### src/rtl/cdc_fifo_reader.sv
// Read side of a registered-output FIFO: a pre-set acknowledge plus a small
// circular buffer that absorbs the one-cycle skid between ack and data.
module cdc_fifo_reader #(
  parameter int unsigned data_width = 32,
  parameter int unsigned depth      = 4
) (
  input  logic                         clk,
  input  logic                         reset_n,
  input  logic [data_width-1:0]        fifo_read_data,
  input  logic                         fifo_read_valid,
  output logic                         fifo_read_ack,
  output logic [data_width-1:0]        out_data,
  output logic                         out_valid,
  input  logic                         out_ready,
  output logic [$clog2(depth+1)-1:0]   level,
  output logic                         overflow
);

  localparam int unsigned   LW   = $clog2(depth + 1);
  localparam int unsigned   PW   = $clog2(depth);
  localparam logic [LW-1:0] FULL = LW'(depth);
  localparam logic [PW-1:0] LAST = PW'(depth - 1);

  logic [data_width-1:0] r_mem [depth];
  logic [PW-1:0]         r_head;
  logic [PW-1:0]         r_tail;
  logic [LW-1:0]         r_level;
  logic                  r_ack_q;
  logic                  r_overflow;

  logic                  w_capture;
  logic                  w_pop;
  logic                  w_full;
  logic                  w_store;
  logic [LW:0]           w_sum;

  function automatic logic [PW-1:0] wrap_inc(input logic [PW-1:0] p);
    return (p == LAST) ? '0 : p + PW'(1);
  endfunction

  // A word is new only if the FIFO advanced at the previous edge; otherwise it is a repeat.
  assign w_capture     = fifo_read_valid & r_ack_q;
  assign w_pop         = out_valid & out_ready;
  assign w_full        = (r_level == FULL);
  assign w_store       = w_capture & (~w_full | w_pop);
  // Ack reserves a slot for the word already in flight; one bit wider so depth+1 fits.
  assign w_sum         = {1'b0, r_level} + (LW+1)'(w_capture);
  assign fifo_read_ack = (w_sum < (LW+1)'(depth));

  assign out_valid = (r_level != '0);
  assign out_data  = r_mem[r_head];
  assign level     = r_level;
  assign overflow  = r_overflow;

  always_ff @(posedge clk or negedge reset_n) begin
    if (!reset_n) begin
      r_ack_q    <= 1'b0;
      r_level    <= '0;
      r_head     <= '0;
      r_tail     <= '0;
      r_overflow <= 1'b0;
    end else begin
      r_ack_q <= fifo_read_ack;
      if (w_store) r_tail <= wrap_inc(r_tail);
      if (w_pop)   r_head <= wrap_inc(r_head);
      if (w_capture && w_full && !w_pop) r_overflow <= 1'b1;
      if (w_store && !w_pop)
        r_level <= r_level + LW'(1);
      else if (w_pop && !w_store)
        r_level <= r_level - LW'(1);
    end
  end

  always_ff @(posedge clk) begin
    if (w_store) r_mem[r_tail] <= fifo_read_data;
  end

endmodule

### config.mk
export PLATFORM = sky130hd
export DESIGN_NAME = cdc_fifo_reader
export DESIGN_NICKNAME = d
export VERILOG_FILES = /design/src/rtl/cdc_fifo_reader.sv
export SDC_FILE = /design/constraint.sdc
export NUM_CORES = 1
export LEC_CHECK = 0
export CAP_MARGIN = 20
export CORE_MARGIN = 5
export CORE_UTILIZATION = 40
export DETAILED_ROUTE_END_ITERATION = 6
export PLACE_DENSITY = 0.68
export SYNTH_ARGS = -nofsm -noshare
export SYNTH_HDL_FRONTEND = slang
export SYNTH_SLANG_ARGS = --single-unit
### constraint.sdc
create_clock -name clk -period 5.55 [get_ports clk]
set_input_delay 1.11 -clock clk [delete_from_list [all_inputs] [get_ports clk]]
set_output_delay 1.11 -clock clk [all_outputs]
set_load 0.01 [all_outputs]
* Word-level counts from Yosys, hierarchy flattened
Memory sizes are Yosys's and may differ from the RTL's.
Index checks and enable logic that the tools add are counted.
** Word-level totals
- Word-level logic and storage cells :: 34
- Register bits after elaboration :: 9
- Input port bits :: 36
- Memory bits (writable) :: 128
- Memories :: 1
** Memory list
- r_mem :: depth 4, width 32, read ports 1, clocked after memory_dff 0, write ports 1, line 24 : logic [data_width-1:0] r_mem [depth];
** Cells by class
- Bitwise gates (word level) :: 5
- Reduce and logical (&&, ||, !) cells :: 8
- $add $sub $neg :: 5
- Mux-type cells :: 6
- Equality and inequality tests :: 3
- Magnitude comparators :: 1
** Operator list (number)
- $mux 3 :: 2
- $add 2x1->2 const B :: 2
- $add 3x1->4 :: 1
- $eq 2x2->1 const B :: 2
- $logic_and 1x1->1 :: 4
- $lt 4x3->1 const B :: 1
- $mux 2 :: 2
- $add 3x1->3 const B :: 1
- $and 1x1->1 :: 3
- $eq 3x3->1 const B :: 1
- $reduce_bool 3->1 :: 1
- $sub 3x1->3 const B :: 1
- $logic_not 1->1 :: 2
- $mux 1 :: 2
- $reduce_bool 2->1 :: 1
- $not 1->1 :: 1
- $or 1x1->1 :: 1

* Longest topological paths before layout
- Depth after elaboration :: 8
- Gate-level depth with buffers :: 8
- Mapped depth without buffers :: 8

* Worst setup path after synthesis
Ideal clock, no wire load.
- Path kind :: input port to output port
- Start :: in fifo_read_valid
- End :: out fifo_read_ack
- Arrival time :: 1.425 ns
- Stages on the path :: 1
- Buffers on the path :: 0
- Slack :: 3.015 ns
- Path through :: a41oi_1
** On the way
- Word-level cells in the longest chain between the ends :: 3
** RTL lines
- from (decl) :: line 10 : input logic fifo_read_valid,
- $and 1x1->1 :: line 42 : assign w_capture = fifo_read_valid & r_ack_q;
- $add 3x1->4 :: line 47 : assign w_sum = {1'b0, r_level} + (LW+1)'(w_capture);
- $lt 4x3->1 :: line 48 : assign fifo_read_ack = (w_sum < (LW+1)'(depth));
- to (decl) :: line 11 : output logic fifo_read_ack,
No other way between the ends.

* Worst setup path after layout
- Start :: reg r_head[0]
- End :: out out_data[27]
** On the way
- Word-level cells in the longest chain between the ends :: 1
** RTL lines
- from (decl) :: line 25 : logic [PW-1:0] r_head;
- from (signal assigned) :: line 65 : if (w_pop) r_head <= wrap_inc(r_head);
- $mem_v2 4x32
- to (decl) :: line 12 : output logic [data_width-1:0] out_data,
No other way between the ends.

==> run metrics <==
outcome=completed; Seq pwr share=39.4%; core area=0.01267 mm²; cell taking the most area after synthesis=edfxtp_1; GPL Wtd Cong=0.7059; Post-Syn Area=0.005170 mm²; vias=2341; CP Launch Type=register; Max Clk Rate=265.1 MHz; CTS clk-pin slew, worst paths=0.06 ns; grt total ovfl=0; ratio of cells with drive above 1 in the final layout=25.41%; Post-layout nets=337; Pint=2.762 mW; Die W=123.7 µm; Detailed Route Iter0 Violations=137; Hold Crit Class=register to register; crit-path leading delay family=buffers and inverters; number of synthesized register bits=137; Port Buffers=73; Reg2Reg Depth=8; EDFF count, synth=128; FFs w/ async S/R, synth=6.569%; maximum VDD drop=250.3 µV; number of global-route vias before repair=2590; largest net degree at the start of global routing=35; Tightest Pin Transition=0.9352 ns; total negative setup slack=0 ns; capturing element type of the critical path=output port; DR pass1 iterations=4; Die Span Y=123.7 µm; Psw=0.9498 mW; Tmin final=3.773 ns; Main synth FF type=edfxtp_1; IO Pins=74; DRC=0; Max stage delay on crit path=0.67 ns; worst-skew pair later-pin latency=0.41 ns; post-layout power=3.712 mW; starting density of the core=40.80%; Buf/Inv on CP=2; RSZ-0062 raised after global routing=no; clock power share=33.4%; Setup CP Type=register to output port; Yosys cell types=22; Slew Viols, Final=0; critical path required time=4.44 ns; crit path max fanout=22; top-count cell post-synth=edfxtp_1; WL per Instance=18.84 µm; Total Routing Usage GR=12.88%; # hold bufs at CTS=0; row count=41; TritonCTS clock tree=built; synth top area cells=edfxtp_1 74%, mux4_2 14%, dfrtp_1 4.4%, ha_1 1.5%, buf_6 0.87%; syn avg cell area=24.74 µm²; endpoints failing setup=0; routed wire length=9022 µm; Critical-path top delay cell=dfrtp_2; # fillers=1009; Synth Warn #=0; ANT cells=0; post-detail-place hpwl=5137 µm; CTS max path bufs=2; H-Tree Depth=4; final hold vios=0; full die area=0.01530 mm²; Vias/cell=4.887; Gate Count Post-Synth=209; first-pass GRT wire length=14100 µm; CP cell instances=buf_4, mux4_2, clkdlybuf4s50_1; flop-to-flop setup slack=3.40 ns; top cell type's share of synthesized area=74.35%; Crit path depth=3; Syn Nets=252; Syn-to-layout area delta=29.96%; Net Sw Frac=25.59%; Slew HR=37.66%; leakage power=2.226 nW; total of max-cap violations=0; initial antenna violation count=0; synth cell count leaders=128 x edfxtp_1, 32 x mux4_2, 9 x dfrtp_1, 6 x ha_1; part of the cycle the worst path needs=67.98%; post-CTS setup buffers=0; DRT antenna net count=0; Gates resized, CTS repair=0; Pwr per Cell Area=552.4 mW/mm²; combinational power share=27.2%; clk sinks=137; Root Buffer Master=clkbuf_16; WP data arrival=2.66 ns; CTS buffer count=17; Worst Hold Depth=1; Seq/Total Area, Yosys=78.70%; Clock Skew=0.008237 ns
-- cell families after synthesis --
group	synth area share, %
AOI/OAI and AO/OA	0.3389
DFF	78.70
xor gates and xnor gates	0.5083
buffers and inverters	1.452
muxes	15.17
adders and majority gates	1.839
and+or+nand+nor	1.984
-- state kept, by name (all words and copies together), names as in the netlist --
name	flops
level	3
overflow	1
r_ack_q	1
r_head	2
r_mem	128
r_tail	2
-- cell type report --
cell class              instances  area, µm²  share of cell area [%]
clock buffers                  18      429.2                   6.387
clock inverters                14      227.7                   3.389
inverters                       3      11.26                  0.1676
multi-input cells              61       1026                   15.27
flip-flops and latches        137       4071                   60.60
well taps                     172      215.2                   3.203
repair buffers                 74      738.2                   10.99
-- power groups by stage --
stage               registers, mW  logic [mW]  clock network, mW
floorplan                    1.39       0.648                  0
global placement             1.48        1.02                  0
detailed placement           1.49        1.03                  0
CTS                          1.47        1.04               1.27
global route                 1.49        1.08               1.31
finish                       1.46        1.01               1.24
-- layout by cell type (no fill, tap or decap), types with 2 or more instances in the layout --
cell and count:
nor2_1 3, xor2_1 2, mux2_2 3, bufinv_16 6, dfrtp_1 7, clkinv_1 2, mux4_2 32, edfxtp_1 128
clkdlybuf4s50_1 73, ha_1 6, clkinv_4 2, and2_2 4, inv_1 3, clkinv_2 3, mux2_4 2, clkbuf_16 17
dfrtp_2 2
-- worst register-to-register path: cells and delay by family, from the launching register on --
kind / cells / cell delay, ns
DFF: 1 / 0.49
buffers and inverters: 1 / 0.07
adders and majority gates: 2 / 0.55
xor gates and xnor gates: 2 / 0.31
and+or+nand+nor: 3 / 0.65
-- final timing paths --
path                                               to                   from
worst max-delay path                     out_data[27]  r_head[0]$_DFFE_PN0N_
worst min-delay path             overflow$_DFFE_PN0P_   overflow$_DFFE_PN0P_
worst max register to register   level[2]$_DFFE_PN0P_   level[0]$_DFFE_PN0P_
worst min register to register   overflow$_DFFE_PN0P_   overflow$_DFFE_PN0P_
max in group asynchronous       r_head[0]$_DFFE_PN0N_                reset_n
min in group asynchronous        level[2]$_DFFE_PN0P_                reset_n
-- through the flow --
step           worst slack (ns)  instance area [µm²]  util, %  instances  hold slack (ns)
6_report                  1.777                 6719    53.03        479           0.4749
5_1_grt                   1.557                 6719    53.03        479           0.4890
4_1_cts                   1.665                 6719    53.03        479           0.4772
3_5_place_dp              2.040                 6062    47.84        447           0.4596
3_3_place_gp              2.068                 6062    47.84        447           0.4635
2_1_floorplan             3.015                 5170        -        209           0.5052
-- metal layers --
| layer | part of all wire, % | GRT usage (%) | vias up |
|---|---|---|---|
| met4 | 1.2 | 6.021 | 0 |
| met5 | 0 | 0 | - |
| met3 | 4.8 | 4.178 | 9 |
| met2 | 53 | 21.09 | 63 |
| met1 | 41 | 15.51 | 1219 |
| li1 | - | - | 1050 |
(Power assumes the default switching activity.)
